===== src/rtl/ss_mac_array.sv =====
// ss_mac_array
// Frame-based multiply-free accumulator for stochastic-symbol channels.
// A frame starts from IDLE on a start request. Each accepted beat adds
// either one selected channel's symbol (mode=0) or the sum of all channel
// symbols (mode=1) into an ACC_W-bit accumulator. After len accepted beats
// the result is strobed for one cycle in DONE, then the block returns to IDLE.
//
// Handshake: in_ready is high exactly while the FSM is in RUN; a beat
// transfers on a rising clk edge where in_valid && in_ready. in_valid
// low in RUN is a bubble and changes nothing.
//
// Ports
//   clk, rst         clock (rising edge); asynchronous active-low reset
//   start            frame-start request, sampled only in IDLE
//   len              number of beats in the frame (0 = empty frame)
//   mode             0 = selected channel, 1 = sum of all channels
//   sel              channel index used when mode=0
//   sym_in           packed symbols, channel k at [k*SYM_W +: SYM_W]
//   in_valid         sym_in carries a beat
//   in_ready         block accepts a beat (state RUN)
//   busy             frame in progress (RUN or DONE)
//   acc_out          accumulator value, held in IDLE
//   out_valid        one-cycle result strobe (state DONE)
//   ovf              sticky overflow flag for the current frame
//   dbg_state        current FSM state (0 IDLE, 1 RUN, 2 DONE)
//
// Build option
//   SS_MAC_SAT_EN    defined: an overflowing add clamps to 2^ACC_W-1;
//                    undefined: an overflowing add wraps modulo 2^ACC_W.

module ss_mac_array #(
  parameter int N_CH  = 8,
  parameter int SYM_W = 3,
  parameter int ACC_W = 9,
  parameter int LEN_W = 8
) (
  input  logic                    clk,
  input  logic                    rst,
  input  logic                    start,
  input  logic [LEN_W-1:0]        len,
  input  logic                    mode,
  input  logic [$clog2(N_CH)-1:0] sel,
  input  logic [N_CH*SYM_W-1:0]   sym_in,
  input  logic                    in_valid,
  output logic                    in_ready,
  output logic                    busy,
  output logic [ACC_W-1:0]        acc_out,
  output logic                    out_valid,
  output logic                    ovf,
  output logic [1:0]              dbg_state
);

  localparam int SEL_W = $clog2(N_CH);
  localparam int SUM_W = SYM_W + SEL_W;

  typedef enum logic [1:0] {
    IDLE = 2'd0,
    RUN  = 2'd1,
    DONE = 2'd2
  } state_e;

  state_e           state_q, state_d;
  logic [ACC_W-1:0] acc_q, acc_d;
  logic [LEN_W-1:0] cnt_q, cnt_d;
  logic [LEN_W-1:0] len_q, len_d;
  logic             mode_q, mode_d;
  logic [SEL_W-1:0] sel_q, sel_d;
  logic             ovf_q, ovf_d;

  // Addend path: purely combinational so an accepted beat lands in the
  // accumulator on the same edge.
  logic [SUM_W-1:0] sum_all;
  logic [SYM_W-1:0] sym_sel;
  logic [SUM_W-1:0] addend;
  logic [ACC_W:0]   sum_w;
  logic             carry;
  logic [ACC_W-1:0] acc_next;

  always_comb begin
    sum_all = '0;
    for (int k = 0; k < N_CH; k++) begin
      sum_all = sum_all + SUM_W'(sym_in[k*SYM_W +: SYM_W]);
    end
  end

  assign sym_sel = sym_in[sel_q*SYM_W +: SYM_W];
  assign addend  = mode_q ? sum_all : SUM_W'(sym_sel);
  assign sum_w   = {1'b0, acc_q} + (ACC_W+1)'(addend);
  assign carry   = sum_w[ACC_W];

`ifdef SS_MAC_SAT_EN
  // Clamp on carry; once at full scale, every further non-zero add
  // carries again, so the value stays pinned for the rest of the frame.
  assign acc_next = carry ? {ACC_W{1'b1}} : sum_w[ACC_W-1:0];
`else
  assign acc_next = sum_w[ACC_W-1:0];
`endif

  always_ff @(posedge clk or negedge rst) begin
    if (!rst) begin
      state_q <= IDLE;
      acc_q   <= '0;
      cnt_q   <= '0;
      len_q   <= '0;
      mode_q  <= 1'b0;
      sel_q   <= '0;
      ovf_q   <= 1'b0;
    end else begin
      state_q <= state_d;
      acc_q   <= acc_d;
      cnt_q   <= cnt_d;
      len_q   <= len_d;
      mode_q  <= mode_d;
      sel_q   <= sel_d;
      ovf_q   <= ovf_d;
    end
  end

  always_comb begin
    state_d = state_q;
    acc_d   = acc_q;
    cnt_d   = cnt_q;
    len_d   = len_q;
    mode_d  = mode_q;
    sel_d   = sel_q;
    ovf_d   = ovf_q;
    case (state_q)
      IDLE: begin
        if (start) begin
          acc_d = '0;
          ovf_d = 1'b0;
          if (len != '0) begin
            len_d   = len;
            mode_d  = mode;
            sel_d   = sel;
            cnt_d   = '0;
            state_d = RUN;
          end else begin
            state_d = DONE;
          end
        end
      end
      RUN: begin
        if (in_valid) begin
          acc_d = acc_next;
          ovf_d = ovf_q | carry;
          cnt_d = cnt_q + 1'b1;
          // len_q is never zero in RUN, so len_q-1 is the last beat index.
          if (cnt_q == len_q - 1'b1) begin
            state_d = DONE;
          end
        end
      end
      DONE: state_d = IDLE;
      default: state_d = IDLE;
    endcase
  end

  assign in_ready  = (state_q == RUN);
  assign busy      = (state_q != IDLE);
  assign out_valid = (state_q == DONE);
  assign acc_out   = acc_q;
  assign ovf       = ovf_q;
  assign dbg_state = state_q;

endmodule


===== config.mk =====
export PLATFORM = sky130hd
export DESIGN_NAME = ss_mac_array
export DESIGN_NICKNAME = d
export VERILOG_FILES = /design/src/rtl/ss_mac_array.sv
export SDC_FILE = /design/constraint.sdc
export NUM_CORES = 1
export LEC_CHECK = 0
export ABC_AREA = 1
export CORE_ASPECT_RATIO = 1.75
export CORE_MARGIN = 10
export CORE_UTILIZATION = 31
export CTS_CLUSTER_SIZE = 14
export DETAILED_ROUTE_END_ITERATION = 12
export PLACE_DENSITY = 0.59
export SLEW_MARGIN = 20
export SYNTH_ARGS = -nofsm -noshare
export SYNTH_HDL_FRONTEND = slang
export SYNTH_SLANG_ARGS = --single-unit
export TNS_END_PERCENT = 50

===== constraint.sdc =====
create_clock -name clk -period 4 [get_ports clk]
set_input_delay 1.2 -clock clk [delete_from_list [all_inputs] [get_ports clk]]
set_output_delay 1.2 -clock clk [all_outputs]
set_load 0.02 [all_outputs]

==> metrics.yaml, run 1 <==
multiInputGateArea_sq_um: 1820
power_density_nw_per_um2: 798
grt_usage_pct: 12.3
initial_core_util_pct: 31.6
grt_pass1_wl_um: 13400
vias_per_cell: 4.71
syn_inst: 392
p_int_mw: 1.60
cts_htree_levels: 2
grt_max_degree: 33
avgSynthCellArea_sq_um: 7.34
arrival_ns: 5.15
path_max_fanout: 4
tightest_slew_ns: 0.692
routed.top_layer: "met4"
die_w_um: 92.8
syn_area_sq_um: 2880
cts_hold_buf: 0
layout_min_cycle_time_ns: 4.93
wl_per_cell_um: 14.2
core_area_sq_um: 9090
p_seq_share_pct: 21.4
first_pass_iters: 4
fp.dieH_um: 147
drtAntennaViolNets: 0
routabilityCongestion: 0.864
grt_overflow: 0
violations: "setup timing"
clock_sinks: 32
hp-class: "reg2reg"
vias: 2716
clock_skew_ns: 0.00528
rsz0062_at_grt: "yes"
setup_slack_ns: -0.929
clk_latency_ns: 0.28
wl_met3_um: 215
clkPwrFrac_pct: 12.8
path_class: "in2reg"
setup_viol: 9
regArea_sq_um: 801
core.rowCount: 46
tritoncts: "done"
synth_nets: 464
setup_tns_ns: -6.05
slew_viol_final: 0
ir_drop_v: 0.000275
ys_types: 32
post-route-period-util_pct: 123
drc_errors: 0
dp_worst_setup_slack_ns: -1.66
cts_buffers: 5
synth-seq-cells: 32
clockBufferDepth: 2
place_hpwl_um: 6630
grt_pass1_vias: 2824
num-fill-cells: 961
critPathCaptureType: "register"
cp.required_ns: 4.22
drtIter0Drc: 106
drt-total-wl_um: 8200
die-area_sq_um: 13700
route.met2.wl_um: 4940
cap_viol_max_count: 0
combPwrFrac_pct: 65.8
critPathLaunchType: "input port"
num_antenna_cells: 0
antenna_found_initial: 0
relSlewSlack_pct: 53.9
wl_met1_um: 2720
total_leakage_power_nw: 1.87
hold_violations: 0
io_buffers: 54
clk_pin_slew_worst_paths_ns: 0.05
layout.nets: 528
fmax_ghz: 0.203
swShare_pct: 48.0
status: "finished, violations left"
power_switching_mw: 1.48
drive_above_1_share_pct: 15.8
yosysWarnings: 0
cts-root-buf: "clkbuf_16"
ios: 55
ys_seq_area_share_pct: 27.8
area_delta_synth_final_pct: 34.0
-- cells by family (layout without fill, tap and decap cells) --
logic type	count (synthesis)	after routing	share of synthesized area, %
AOI/OAI and AO/OA	70	70	14.1
xor gates and xnor gates	10	10	3.04
adders and majority gates	32	32	18.6
buffers and inverters	92	157	12.7
DFF	32	32	27.8
and+or+nand+nor	156	156	23.7
-- layout by cell type (no fill, tap or decap), types with 16 or more instances in the layout --
cell and count:
clkdlybuf4s50_1 36, o21ai_0 20, inv_1 65, dfrtp_1 32, nand3_1 21, nand2_1 82, nor2_1 33, inv_2 16
a21oi_1 17
-- worst paths after layout --
path	from	to	slack [ns]	depth (start not counted)
setup / recovery	sym_in[8]	acc_out[5]	-0.93	16
hold / removal	len_q[7]	len_q[7]	0.51	2
setup reg to reg	sel_q[0]	acc_out[8]	1.21	16
hold reg to reg	len_q[7]	len_q[7]	0.51	2
max in group asynchronous	rst	len_q[6]	2.35	2
min in group asynchronous	rst	acc_out[2]	1.32	2
-- per-layer routing --
| metal | up-vias | track usage, % |
|---|---|---|
| li1 | 1355 | - |
| met5 | - | 0 |
| met3 | 18 | 1.62 |
| met4 | 0 | 6.28 |
| met2 | 60 | 25.7 |
| met1 | 1283 | 10.5 |
-- cell type report --
cell class | count | area share (%)
Sequential cell | 32 | 20.8
Multi-Input combinational cell | 268 | 47.1
Clock buffer | 8 | 3.80
Timing Repair Buffer | 64 | 15.7
Inverter | 85 | 8.73
Tap cell | 120 | 3.89
-- power groups by stage --
stage	Combinational (mW)	Clock, mW	Sequential (mW)
after floorplan	1.30	0	0.656
after global placement	1.79	0	0.660
after detailed placement	1.82	0	0.659
after CTS	1.90	0.404	0.659
after global routing	2.29	0.415	0.683
final	2.03	0.393	0.660
-- critical path, stage by stage --
cell and delay, ns:
buf_6 0.10, fa_1 0.52, fa_1 0.52, fa_1 0.55, fa_1 0.46, ha_4 0.19, fa_2 0.34, xnor2_2 0.12
nor2_1 0.05, ha_1 0.37, a21o_1 0.22, nor2_1 0.11, nand2_1 0.08, a21oi_1 0.15, o21ai_1 0.10, nand2_1 0.06
-- synthesized netlist by cell type (all sizes together) --
master,number,share of area [%]
inv,84,11
o22ai,1,0.22
a21oi,19,3.3
buf,4,0.91
xor2,4,1.2
nor2,37,6.0
o211ai,9,2.3
ha,14,6.1
xnor2,6,1.8
nand2,88,12
o21ai,33,5.7
and2,1,0.22
a21o,1,0.26
nor3,4,0.70
o21a,1,0.26
fa,18,13
dfrtp,32,28
o31ai,4,1.4
nand3,22,3.8
clkbuf,3,0.39
clkinv,1,0.13
nand4,4,0.87
a22o,2,0.61
-- state kept, by name (all words and copies together), names as in the netlist --
| signal | flops |
|---|---|
| acc_out | 9 |
| cnt_q | 8 |
| dbg_state | 2 |
| len_q | 8 |
| mode_q | 1 |
| ovf | 1 |
| sel_q | 3 |
-- per-stage QoR --
| step | cell area, sq um | hold slack, ns | total power [mW] | cells | utilization, % |
|---|---|---|---|---|---|
| floorplan | 2910 | 0.473 | 1.95 | 392 | - |
| global placement | 3620 | 0.511 | 2.45 | 566 | 39.8 |
| detailed placement | 3620 | 0.512 | 2.48 | 566 | 39.8 |
| CTS | 3780 | 0.523 | 2.97 | 575 | 41.6 |
| global route | 3860 | 0.564 | 3.39 | 577 | 42.4 |
| finish | 3860 | 0.513 | 3.08 | 577 | 42.4 |
-- repair_timing --
item                                    in CTS  in global routing
buffers inserted                             1                  2
cloned                                       0                  0
gates resized for setup                     58                 26
endpoints found under the setup margin       9                  9
pin swaps                                   22                 24
Power figures use the tool's default switching activity.
==> inputs of run 2 (changes only) <==
--- a/config.mk
+++ b/config.mk
@@ -11,6 +11,7 @@
 export CORE_UTILIZATION = 31
 export CTS_CLUSTER_SIZE = 14
 export DETAILED_ROUTE_END_ITERATION = 12
+export MAX_ROUTING_LAYER = met4
 export PLACE_DENSITY = 0.59
 export SLEW_MARGIN = 20
 export SYNTH_ARGS = -nofsm -noshare
==> metrics.yaml, run 2 (same netlist as run 1, synthesis figures left out) <==
final_common_cell: "nand2_1"
clkPwrFrac_pct: 11.9  # -0.9 points
cts_buffers: 5  # unchanged
rsz0062_at_grt: "yes"
power_switching_mw: 1.46  # -1.4%
arrival_ns: 5.17  # +0.02 ns
ir_drop_v: 0.000267  # -2.8%
place_hpwl_um: 6870  # +3.6%
drtIter0Drc: 118  # +11%
clk_latency_ns: 0.28  # about the same
core.rowCount: 46  # unchanged
regArea_sq_um: 801  # unchanged
hold_violations: 0  # unchanged
total_leakage_power_nw: 1.86  # -0.88%
critPathLaunchType: "input port"
die-area_sq_um: 13700  # unchanged
multiInputGateArea_sq_um: 1800  # -1.1%
drc_errors: 0  # unchanged
io_buffers: 54  # unchanged
fp.dieH_um: 147  # unchanged
grt_pass1_vias: 2868  # +1.6%
layout.nets: 527  # -0.19%
path_max_fanout: 4  # unchanged
clockBufferDepth: 2  # unchanged
tritoncts: "done"
fin_cells: 573  # -0.69%
ios: 55  # unchanged
die_w_um: 92.8  # unchanged
area_delta_synth_final_pct: 32.7
routabilityCongestion: 0.878  # +1.6%
p_total_mw: 3.00  # -2.4%
dp_cells: 567  # +0.18%
initial_core_util_pct: 31.6  # unchanged
tightest_slew_ns: 0.715  # +0.0233 ns
grt_usage_pct: 13.2  # +0.89 points
setup_viol: 9  # unchanged
critPathCaptureType: "register"
path_class: "in2reg"
grt_pass1_wl_um: 14000  # +3.9%
setup_slack_ns: -1.00  # -0.0707 ns
power_density_nw_per_um2: 787  # -1.4%
wl_per_cell_um: 14.5  # +2.3%
relSlewSlack_pct: 52.3  # -1.6 points
vias_per_cell: 4.67  # -0.75%
cp.required_ns: 4.17  # -0.05 ns
layout_min_cycle_time_ns: 5.00  # +0.0707 ns
hold_slack_ns: 0.517  # +0.00400 ns
hp-class: "reg2reg"
cts_htree_levels: 2  # unchanged
clock_sinks: 32  # unchanged
swShare_pct: 48.5  # +0.48 points
fmax_ghz: 0.200  # -1.4%
num-fill-cells: 996  # +3.6%
post-route-period-util_pct: 125  # +1.8 points
clk_pin_slew_worst_paths_ns: 0.05  # about the same
fin_area_sq_um: 3820  # -0.97%
clock_skew_ns: 0.00374  # -0.00154 ns
drt-total-wl_um: 8330  # +1.6%
num_antenna_cells: 0  # unchanged
drive_above_1_share_pct: 15.2  # -0.52 points
first_pass_iters: 4  # unchanged
cts-root-buf: "clkbuf_16"
vias: 2677  # -1.4%
slew_viol_final: 0  # unchanged
grt_overflow: 0  # unchanged
grt_max_degree: 33  # unchanged
antenna_found_initial: 0  # unchanged
cap_viol_max_count: 0  # unchanged
placedInstanceArea_sq_um: 3630  # +0.21%
largest_reg_flops: 9  # unchanged
drtAntennaViolNets: 0  # unchanged
combPwrFrac_pct: 66.2  # +0.4 points
p_int_mw: 1.55  # -3.3%
violations: "setup timing"
status: "finished, violations left"
fin_util_pct: 42.0  # -0.41 points
core_area_sq_um: 9090  # unchanged
p_seq_share_pct: 21.9  # +0.5 points
final_cell_mix: "84 x nand2_1, 64 x inv_1, 37 x clkdlybuf4s50_1, 32 x nor2_1, 32 x dfrtp_1"
[run 2: cell count changes in the layout (fill, tap and decap cells not counted), sizes merged]
cell,delta
dlygate4sd2,-2
clkdlybuf4s50,+1
clkbuf,-3
buf,-1
dlymetal6s2s,+1
[run 2: per-layer routing]
metal	track usage [%]	share of wire, %
met5	-	0
met4	6.28	3.1
met3	1.67	2.2
met2	26.4	61
met1	11.4	33
[run 2: layout make-up]
cell class | instances | share of cell area (%)
repair buffers | 63 | 15.9
clock buffers | 5 | 3.28
flip-flops and latches | 32 | 21.0
well taps | 120 | 3.93
inverters | 85 | 8.81
multi-input cells | 268 | 47.1
[run 2: timing repair]
action	4_1_cts	5_1_grt
hold endpoints to repair	0	0
pin swaps	19	23
buffers inserted	1	0
cloned	0	0
setup endpoints to repair	9	9
resized for setup	56	27
hold buffers	0	0
[run 2: final timing paths]
| check | start | to | slack, ns | depth (start not counted) |
|---|---|---|---|---|
| worst max-delay path | sym_in[5] | acc_out[5] | -1.00 | 17 |
| worst min-delay path | len_q[7] | len_q[7] | 0.52 | 2 |
| worst max register to register | sel_q[0] | acc_out[8] | 1.20 | 16 |
| worst min register to register | len_q[7] | len_q[7] | 0.52 | 2 |
| max in group asynchronous | rst | len_q[0] | 2.36 | 2 |
| min in group asynchronous | rst | acc_out[3] | 1.33 | 2 |
[run 2: stage by stage]
| step | setup TNS [ns] | setup WS [ns] |
|---|---|---|
| after floorplan | -5.61 | -0.861 |
| after global placement | -12.45 | -1.61 |
| after detailed placement | -13.04 | -1.70 |
| after CTS | -7.18 | -1.07 |
| after global routing | -8.09 | -1.22 |
| final | -6.52 | -1.00 |
[run 2: critical path, stage by stage]
cell and delay, ns:
buf_8 0.10, fa_1 0.51, fa_1 0.60, fa_2 0.47, fa_1 0.52, ha_4 0.19
fa_2 0.33, xnor2_1 0.13, nor2_1 0.06, ha_1 0.36, nand2_1 0.13, a21oi_2 0.17
nor2_1 0.07, nand2_1 0.11, a21oi_1 0.08, o21ai_1 0.08, nand2_1 0.06
[run 2: power groups by stage]
stage | clock (mW) | combinational [mW] | sequential (mW)
floorplan | 0 | 1.30 | 0.656
global placement | 0 | 1.81 | 0.661
detailed placement | 0 | 1.86 | 0.661
CTS | 0.367 | 1.94 | 0.662
global route | 0.377 | 2.27 | 0.686
finish | 0.358 | 1.99 | 0.659
==> inputs of run 3 (changes only) <==
--- a/config.mk
+++ b/config.mk
@@ -13,6 +13,7 @@
 export DETAILED_ROUTE_END_ITERATION = 12
 export MAX_ROUTING_LAYER = met4
 export PLACE_DENSITY = 0.59
+export SKIP_LAST_GASP = 1
 export SLEW_MARGIN = 20
 export SYNTH_ARGS = -nofsm -noshare
 export SYNTH_HDL_FRONTEND = slang
==> metrics.yaml, run 3 (same netlist as run 1, synthesis figures left out) <==
grt_usage_pct: 13.2  # -0.032 points
grt_overflow: 0  # unchanged
relSlewSlack_pct: 53.1  # +0.74 points
drt-total-wl_um: 8300  # -0.38%
tightest_slew_ns: 0.704  # -0.0111 ns
setup_tns_ns: -6.77  # -0.252 ns
setup_viol: 9  # unchanged
fp.dieH_um: 147  # unchanged
num_antenna_cells: 0  # unchanged
core.rowCount: 46  # unchanged
critPathLaunchType: "input port"
status: "finished, violations left"
ios: 55  # unchanged
wl_per_cell_um: 14.5  # -0.38%
drc_errors: 0  # unchanged
path_max_fanout: 4  # unchanged
path_cells: "buf_8, fa_1, fa_1, fa_2, fa_1, ha_4, fa_2, xnor2_1, nor2_1, ha_1, nand2_1, a21oi_2, nor2_1, nand2_1, a21oi_1, o21ai_1, nand2_1"
hold_violations: 0  # unchanged
vias: 2676  # -0.037%
vias_per_cell: 4.67  # about the same
post-route-period-util_pct: 125  # about the same
layout.nets: 527  # unchanged
path_depth: 17  # unchanged
cts_htree_levels: 2  # unchanged
clk_latency_ns: 0.28  # about the same
initial_core_util_pct: 31.6  # unchanged
cts-root-buf: "clkbuf_16"
clock_skew_ns: 0.00394  # +0.000195 ns
regArea_sq_um: 801  # unchanged
placedInstanceArea_sq_um: 3630  # unchanged
layout_min_cycle_time_ns: 5.00  # -0.00270 ns
slowest_stage: "fa_1"
violations: "setup timing"
slew_viol_final: 0  # unchanged
crit_family: "adder cells"
max_stage_delay_ns: 0.60  # about the same
final_cell_mix: "84 x nand2_1, 65 x inv_1, 37 x clkdlybuf4s50_1, 32 x nor2_1, 32 x dfrtp_1"
tritoncts: "done"
grt_pass1_wl_um: 13900  # -0.24%
clock_sinks: 32  # unchanged
ir_drop_v: 0.000254  # -5.1%
num-fill-cells: 998  # +0.20%
antenna_found_initial: 0  # unchanged
fmax_ghz: 0.200  # about the same
io_buffers: 54  # unchanged
die-area_sq_um: 13700  # unchanged
power_density_nw_per_um2: 775  # -1.5%
grt_max_degree: 33  # unchanged
drtIter0Drc: 66  # -44%
path_class: "in2reg"
clk_pin_slew_worst_paths_ns: 0.05  # about the same
cts_buffers: 5  # unchanged
total_leakage_power_nw: 1.85  # -0.16%
die_w_um: 92.8  # unchanged
routabilityCongestion: 0.878  # unchanged
grt_pass1_vias: 2866  # -0.070%
cts_hold_buf: 0  # unchanged
multiInputGateArea_sq_um: 1780  # -0.97%
clockBufferDepth: 2  # unchanged
setup_slack_ns: -0.998  # +0.00270 ns
critPathCaptureType: "register"
cp.required_ns: 4.17  # about the same
core_area_sq_um: 9090  # unchanged
critPathBufInv: 1  # unchanged
reg2reg_depth: 16  # unchanged
area_delta_synth_final_pct: 32.1
min_delay_path_depth: 2  # unchanged
largest_reg_flops: 9  # unchanged
drtAntennaViolNets: 0  # unchanged
final_common_cell: "nand2_1"
cap_viol_max_count: 0  # unchanged
fin_area_sq_um: 3800  # -0.46%
first_pass_iters: 4  # unchanged
dp_worst_setup_slack_ns: -1.70  # unchanged
drive_above_1_share_pct: 14.6  # -0.66 points
rsz0062_at_grt: "yes"
place_hpwl_um: 6870  # unchanged
hp-class: "reg2reg"
arrival_ns: 5.17  # about the same
## run 3: final timing paths
check	from	to	slack (ns)
worst max-delay path	sym_in[5]	acc_out[5]	-1.0
worst min-delay path	len_q[7]	len_q[7]	0.52
worst max register to register	sel_q[0]	acc_out[8]	1.21
worst min register to register	len_q[7]	len_q[7]	0.52
max in group asynchronous	rst	len_q[0]	2.35
min in group asynchronous	rst	acc_out[3]	1.33
## run 3: tightest hold or removal path: cells and delay by family (launching register included)
kind            cells  cell delay [ns]
simple gates        1             0.05
flops               1             0.36
compound gates      1             0.06
## run 3: metal layers
layer	up-vias	track usage, %	share of wire (%)
met4	0	6.28	3.1
li1	1351	-	-
met3	14	1.67	2.5
met5	-	-	0
met1	1266	11.4	33
met2	45	26.4	61
## run 3: metrics by stage
step / std cells / hold slack (ns) / utilization (%) / total power [mW]
after floorplan: 392 / 0.473 / - / 1.95
after global placement: 567 / 0.512 / 39.9 / 2.48
after detailed placement: 567 / 0.516 / 39.9 / 2.52
after CTS: 573 / 0.527 / 41.3 / 2.92
final: 573 / 0.517 / 41.8 / 2.95
after global routing: 573 / 0.550 / 41.8 / 3.27
## run 3: power breakdown
| part | switching [mW] | internal [mW] | leakage [nW] | total, mW |
|---|---|---|---|---|
| combinational | 1.11 | 0.819 | 1.40 | 1.93 |
| sequential | 0.184 | 0.473 | 0.388 | 0.657 |
| clock | 0.139 | 0.220 | 0.0616 | 0.358 |
| total | 1.43 | 1.51 | 1.85 | 2.95 |
## run 3: timing repair
| action | 4_1_cts | 5_1_grt |
|---|---|---|
| endpoints found under the setup margin | 9 | 9 |
| gates resized for setup | 50 | 26 |
| pin swaps | 19 | 22 |
| hold endpoints to repair | 0 | 0 |
| setup buffers | 1 | 0 |
## run 3: final cells by class
cell class	instances	area share (%)
multi-input combinational	268	46.8
tap	120	3.95
sequential	32	21.1
inverter	85	8.85
timing repair buffer	63	16.0
clock buffer	5	3.29
==> RTL edit 1 (config.mk and constraints of run 3) <==
Build with the macro `SS_MAC_SAT_EN` defined.
--- a/src/rtl/ss_mac_array.sv
+++ b/src/rtl/ss_mac_array.sv
@@ -27,6 +27,8 @@
 // Build option
 //   SS_MAC_SAT_EN    defined: an overflowing add clamps to 2^ACC_W-1;
 //                    undefined: an overflowing add wraps modulo 2^ACC_W.
+
+`define SS_MAC_SAT_EN
 
 module ss_mac_array #(
   parameter int N_CH  = 8,
Formal check against the unedited RTL: same outputs for any inputs over 10 cycles, from zero or initial values and one cycle with rst low; that may be too few to reach the edited logic, so the function may still have changed.
==> RTL edit 1 against run 3 <==
- routed wire length fell by 6.5%
- sequential power fell by 21%
- the run still ends with negative setup slack left
- sequential cell count did not move
- setup slack got worse by 0.034 ns
- maximum frequency fell by 0.68%
- sequential share of layout area fell by 0.17 points
- global-route usage fell by 0.80 points
- combinational power fell by 15%
- final cell count fell by 0.35%
- count of clock-buffer cells in the layout rose by 2
- final area rose by 0.79%
- total power fell by 13%
- synthesized area fell by 2.4%
- critical path type unchanged
- first-iteration DRC count rose by 30%
==> RTL edit 1: results (changes against run 3) <==
PLACE_CONGESTION=0.8664  # was 0.8777
DETAILROUTE.VIA_COUNT=2637  # was 2676
DRT_FIRST_ITER_VIOLATIONS=86  # was 66
VIA_COUNT_OF_THE_FIRST_GLOBAL_ROUTING_PASS=2802  # was 2866
CRITICAL_PATH.MAX_STAGE_DELAY_NS=0.55  # was 0.60 ns
SYNTH-COMPOUND-AREA-SHARE=0.1140  # was 0.1413
GR-USAGE-ALL-LAYERS=0.1238  # was 0.1318
POSTCTSRESIZEDCELLS=74  # was 50
R2R_SETUP_SLACK_NS=1.03  # was 1.21 ns
WORST_R2R_ENDPOINT='acc_out[6]'  # was acc_out[8]
ARRIVAL_NS=5.19  # was 5.17 ns
SLEW_HEADROOM=0.5127  # was 0.5308
CRITICAL_PATH.ENDPOINT='acc_out[7]'  # was acc_out[5]
DP.CELLS=559  # was 567
GRT_UTIL_MET2=0.2256  # was 0.2641
GRT_FIRST_PASS_WIRELENGTH_UM=13410  # was 13940 um
YOSYS.AREA_SHARE.ADDER=0.1906  # was 0.1861
SETUP_VIOLATIONS=10  # was 9
CRITICAL_PATH.STARTPOINT='sym_in[11]'  # was sym_in[5]
VIOLATED_CHECKS='negative setup slack'  # unchanged
FIN_WORST_SKEW_NS=0.002350  # was 0.003937 ns
FIN_WS_NS=-1.032  # was -0.9975 ns
SYNTH_COMMON_CELLS='sky130_fd_sc_hd__nand2_1, sky130_fd_sc_hd__inv_1, sky130_fd_sc_hd__nand3_1'  # was sky130_fd_sc_hd__nand2_1, sky130_fd_sc_hd__inv_1, sky130_fd_sc_hd__nor2_1
PEAKVDDDROP_mV=0.4713  # was 0.2535 mV
POSTCTSSETUPREPAIRBUFS=0  # was 1
MUXSHAREOFSYNTHAREA=0.007127  # was 0
POST_ROUTE_CELLS_DRIVE_ABOVE_1_SHARE=0.1806  # was 0.1457
DETAILEDPLACEMENTHPWL_UM=6273  # was 6871 um
POST_DP_CELL_AREA_UM2=3591  # was 3627 um2
FINAL_NET_COUNT=526  # was 527
OUTCOME='finished, violations left'  # unchanged
POST_SYNTH_MAIN_AREA_CONTRIBUTORS='sky130_fd_sc_hd__dfrtp_1, sky130_fd_sc_hd__fa_1, sky130_fd_sc_hd__nand2_1, sky130_fd_sc_hd__inv_1, sky130_fd_sc_hd__ha_1'  # unchanged
CELLS_AFTER_SYNTHESIS=383  # was 392
CELLLEAKAGEPOWER_nW=1.913  # was 1.854 nW
DP_WORST_SETUP_SLACK_NS=-1.740  # was -1.699 ns
LAYOUT.FILLER_CELLS=920  # was 998
DETAILED_ROUTE_VIAS_PER_INSTANCE=4.618  # was 4.670
YOSYSUNIQUECELLTYPES=29  # was 32
RTL edit 1: cell types whose count changed after synthesis, moves of 5 or more:
cell	before	now
sky130_fd_sc_hd__nand2_1	85	90
sky130_fd_sc_hd__o21ai_0	27	18
sky130_fd_sc_hd__nand3_1	22	33
sky130_fd_sc_hd__nor2_1	34	28
sky130_fd_sc_hd__inv_1	82	77
RTL edit 1: layout make-up:
class	count	area share
clock buffer	7	0.03984
inverter	79	0.07936
multi-input combinational	266	0.4677
sequential	32	0.2090
tap	117	0.03821
timing repair buffer	70	0.1659
RTL edit 1: layer usage:
| layer | wire (um) | vias up |
|---|---|---|
| met4 | 116 | 0 |
| met3 | 226 | 7 |
| li1 | - | 1352 |
| met1 | 3167 | 1226 |
| met2 | 4247 | 52 |
| met5 | 0 | - |
RTL edit 1: power breakdown:
group | internal [mW] | total, mW | switching (mW)
sequential | 0.404 | 0.518 | 0.115
clock | 0.261 | 0.398 | 0.137
combinational | 0.786 | 1.65 | 0.861
total | 1.45 | 2.56 | 1.11
==> RTL edit 2 (config.mk and constraints of run 3) <==
Without the edit above. Add an input register stage for `mode`, cleared by the reset; this delays it by one clock. The other inputs are not delayed to match.
--- a/src/rtl/ss_mac_array.sv
+++ b/src/rtl/ss_mac_array.sv
@@ -58,6 +58,16 @@
     RUN  = 2'd1,
     DONE = 2'd2
   } state_e;
+
+  logic mode_r;
+
+  always_ff @(posedge clk or negedge rst) begin
+    if (!rst) begin
+      mode_r <= '0;
+    end else begin
+      mode_r <= mode;
+    end
+  end
 
   state_e           state_q, state_d;
   logic [ACC_W-1:0] acc_q, acc_d;
@@ -131,7 +141,7 @@
           ovf_d = 1'b0;
           if (len != '0) begin
             len_d   = len;
-            mode_d  = mode;
+            mode_d  = mode_r;
             sel_d   = sel;
             cnt_d   = '0;
             state_d = RUN;
Formal check against the unedited RTL: not equivalent (Yosys sat finds a counterexample within 4 cycles, from zero or initial values and one cycle with rst low).
==> RTL edit 2 against run 3 <==
- the flow still finishes with violations (negative setup slack)
- setup slack improved by 0.049 ns
- worst hold slack got worse by 0.0093 ns
- sequential power decreased by 22%
- critical endpoint unchanged
- routed wire length decreased by 7.5%
- clock power increased by 4%
- via count decreased by 1.4%
- synthesized area decreased by 0.57%
- total power decreased by 9.4%
- sequential cell count increased by 1
- largest power group unchanged
- final area increased by 0.49%
==> RTL edit 2: results (changes against run 3) <==
GRT_FIRST_PASS_WIRELENGTH_UM=13130  # was 13940 um
POST_DP_CELL_AREA_UM2=3642  # was 3627 um2
POSTSYNTHNETCOUNT=452  # was 464
AVERAGE_SIZE_OF_A_MAPPED_CELL_UM2=7.530  # was 7.341 um2
POST_DRT_WL_PER_CELL_UM=13.44  # was 14.48 um
DP.CELLS=560  # was 567
R2R_SETUP_SLACK_NS=1.15  # was 1.21 ns
P_INT_mW=1.493  # was 1.512 mW
DRT_WL_TOTAL_UM=7672  # was 8298 um
MIN_TO='mode_q'  # was len_q[7]
FIN_WORST_SKEW_NS=0.006470  # was 0.003937 ns
DRT_FIRST_ITER_VIOLATIONS=73  # was 66
POST_SYNTH_MAIN_AREA_CONTRIBUTORS='sky130_fd_sc_hd__dfrtp_1, sky130_fd_sc_hd__fa_1, sky130_fd_sc_hd__nand2_1, sky130_fd_sc_hd__inv_1, sky130_fd_sc_hd__ha_1'  # unchanged
PLACE_CONGESTION=0.8452  # was 0.8777
FIN_WS_NS=-0.9484  # was -0.9975 ns
TIMING.REG2REG.WORST_PATH_DEPTH=15  # was 16
LAYOUT.FILLER_CELLS=978  # was 998
SYNTH_COMMON_CELLS='sky130_fd_sc_hd__nand2_1, sky130_fd_sc_hd__inv_1, sky130_fd_sc_hd__nand3_1'  # was sky130_fd_sc_hd__nand2_1, sky130_fd_sc_hd__inv_1, sky130_fd_sc_hd__nor2_1
VIA_COUNT_OF_THE_FIRST_GLOBAL_ROUTING_PASS=2844  # was 2866
DETAILEDPLACEMENTHPWL_UM=6310  # was 6871 um
TIGHTEST_SLEW_NS=0.8066  # was 0.7039 ns
DETAILROUTE.VIA_COUNT=2638  # was 2676
AREA_GROWTH_SYN_TO_LAYOUT_PCT=33.49  # was 32.09%
FINAL_NET_COUNT=522  # was 527
SETUP_VIOLATIONS=9  # unchanged
FIN_SETUP_TNS_NS=-6.920  # was -6.769 ns
GRT_START_MAX_NET_PINS=34  # was 33
POST_ROUTE_CELLS_DRIVE_ABOVE_1_SHARE=0.1729  # was 0.1457
CELLLEAKAGEPOWER_nW=1.849  # was 1.854 nW
PEAKVDDDROP_mV=0.3815  # was 0.2535 mV
VIOLATED_CHECKS='negative setup slack'  # unchanged
DP_WORST_SETUP_SLACK_NS=-1.748  # was -1.699 ns
OUTCOME='finished, violations left'  # unchanged
YOSYSUNIQUECELLTYPES=30  # was 32
==> RTL edit 2: power by group through the flow <==
stage,sequential [mW],combinational (mW),clock (mW)
6_report,0.515,1.78,0.373
5_1_grt,0.530,2.00,0.394
4_1_cts,0.514,1.71,0.381
3_5_place_dp,0.519,1.56,0
3_3_place_gp,0.518,1.51,0
2_1_floorplan,0.558,0.960,0
==> RTL edit 2: logic make-up after synthesis <==
logic type / share of synthesized area
AOI/OAI and AO/OA: 0.1202
xor gates and xnor gates: 0.03061
DFF: 0.2886
buffers and inverters: 0.1097
and+or+nand+nor: 0.2637
adders and majority gates: 0.1871
==> RTL edit 2: critical path, stage by stage <==
cell                      delay, ns
sky130_fd_sc_hd__buf_2         0.10
sky130_fd_sc_hd__inv_2         0.04
sky130_fd_sc_hd__fa_1          0.50
sky130_fd_sc_hd__inv_1         0.05
sky130_fd_sc_hd__fa_1          0.46
sky130_fd_sc_hd__fa_1          0.54
sky130_fd_sc_hd__fa_1          0.42
sky130_fd_sc_hd__ha_2          0.20
sky130_fd_sc_hd__fa_2          0.35
sky130_fd_sc_hd__xnor2_2       0.12
sky130_fd_sc_hd__nor2_1        0.06
sky130_fd_sc_hd__ha_1          0.33
sky130_fd_sc_hd__buf_4         0.17
sky130_fd_sc_hd__a21oi_4       0.15
sky130_fd_sc_hd__o21ai_2       0.09
sky130_fd_sc_hd__a21oi_2       0.15
sky130_fd_sc_hd__nand2_1       0.07
sky130_fd_sc_hd__nand2_1       0.05
sky130_fd_sc_hd__o21ai_1       0.07
==> RTL edit 2: layout make-up <==
type,count,share of cell area
clock buffers,6,0.03374
clock inverters,2,0.002620
inverters,74,0.07534
multi-input cells,267,0.4733
flip-flops and latches,33,0.2162
well taps,120,0.03931
repair buffers,69,0.1595
==> RTL edit 2: worst max path at each step <==
stage                 endpoint  cells past startpoint
global route        acc_out[8]                     20
global placement    acc_out[8]                     18
finish              acc_out[5]                     19
detailed placement  acc_out[8]                     19
CTS                 acc_out[8]                     18
floorplan           acc_out[8]                     19
==> RTL edit 2: what timing repair did <==
action | CTS | global route
setup endpoints to repair | 9 | 9
endpoints found under the hold margin | 0 | 0
gates cloned | 0 | 0
gates resized for setup | 64 | 14
setup buffers | 2 | 1
pin swaps | 24 | 21
==> RTL edit 2: metal layers <==
| metal | vias up | share of wire | global-route usage |
|---|---|---|---|
| li1 | 1339 | - | - |
| met1 | 1247 | 0.36 | 0.1128 |
| met2 | 41 | 0.60 | 0.2408 |
| met3 | 11 | 0.026 | 0.02041 |
| met4 | 0 | 0.016 | 0.03798 |
| met5 | - | 0 | - |
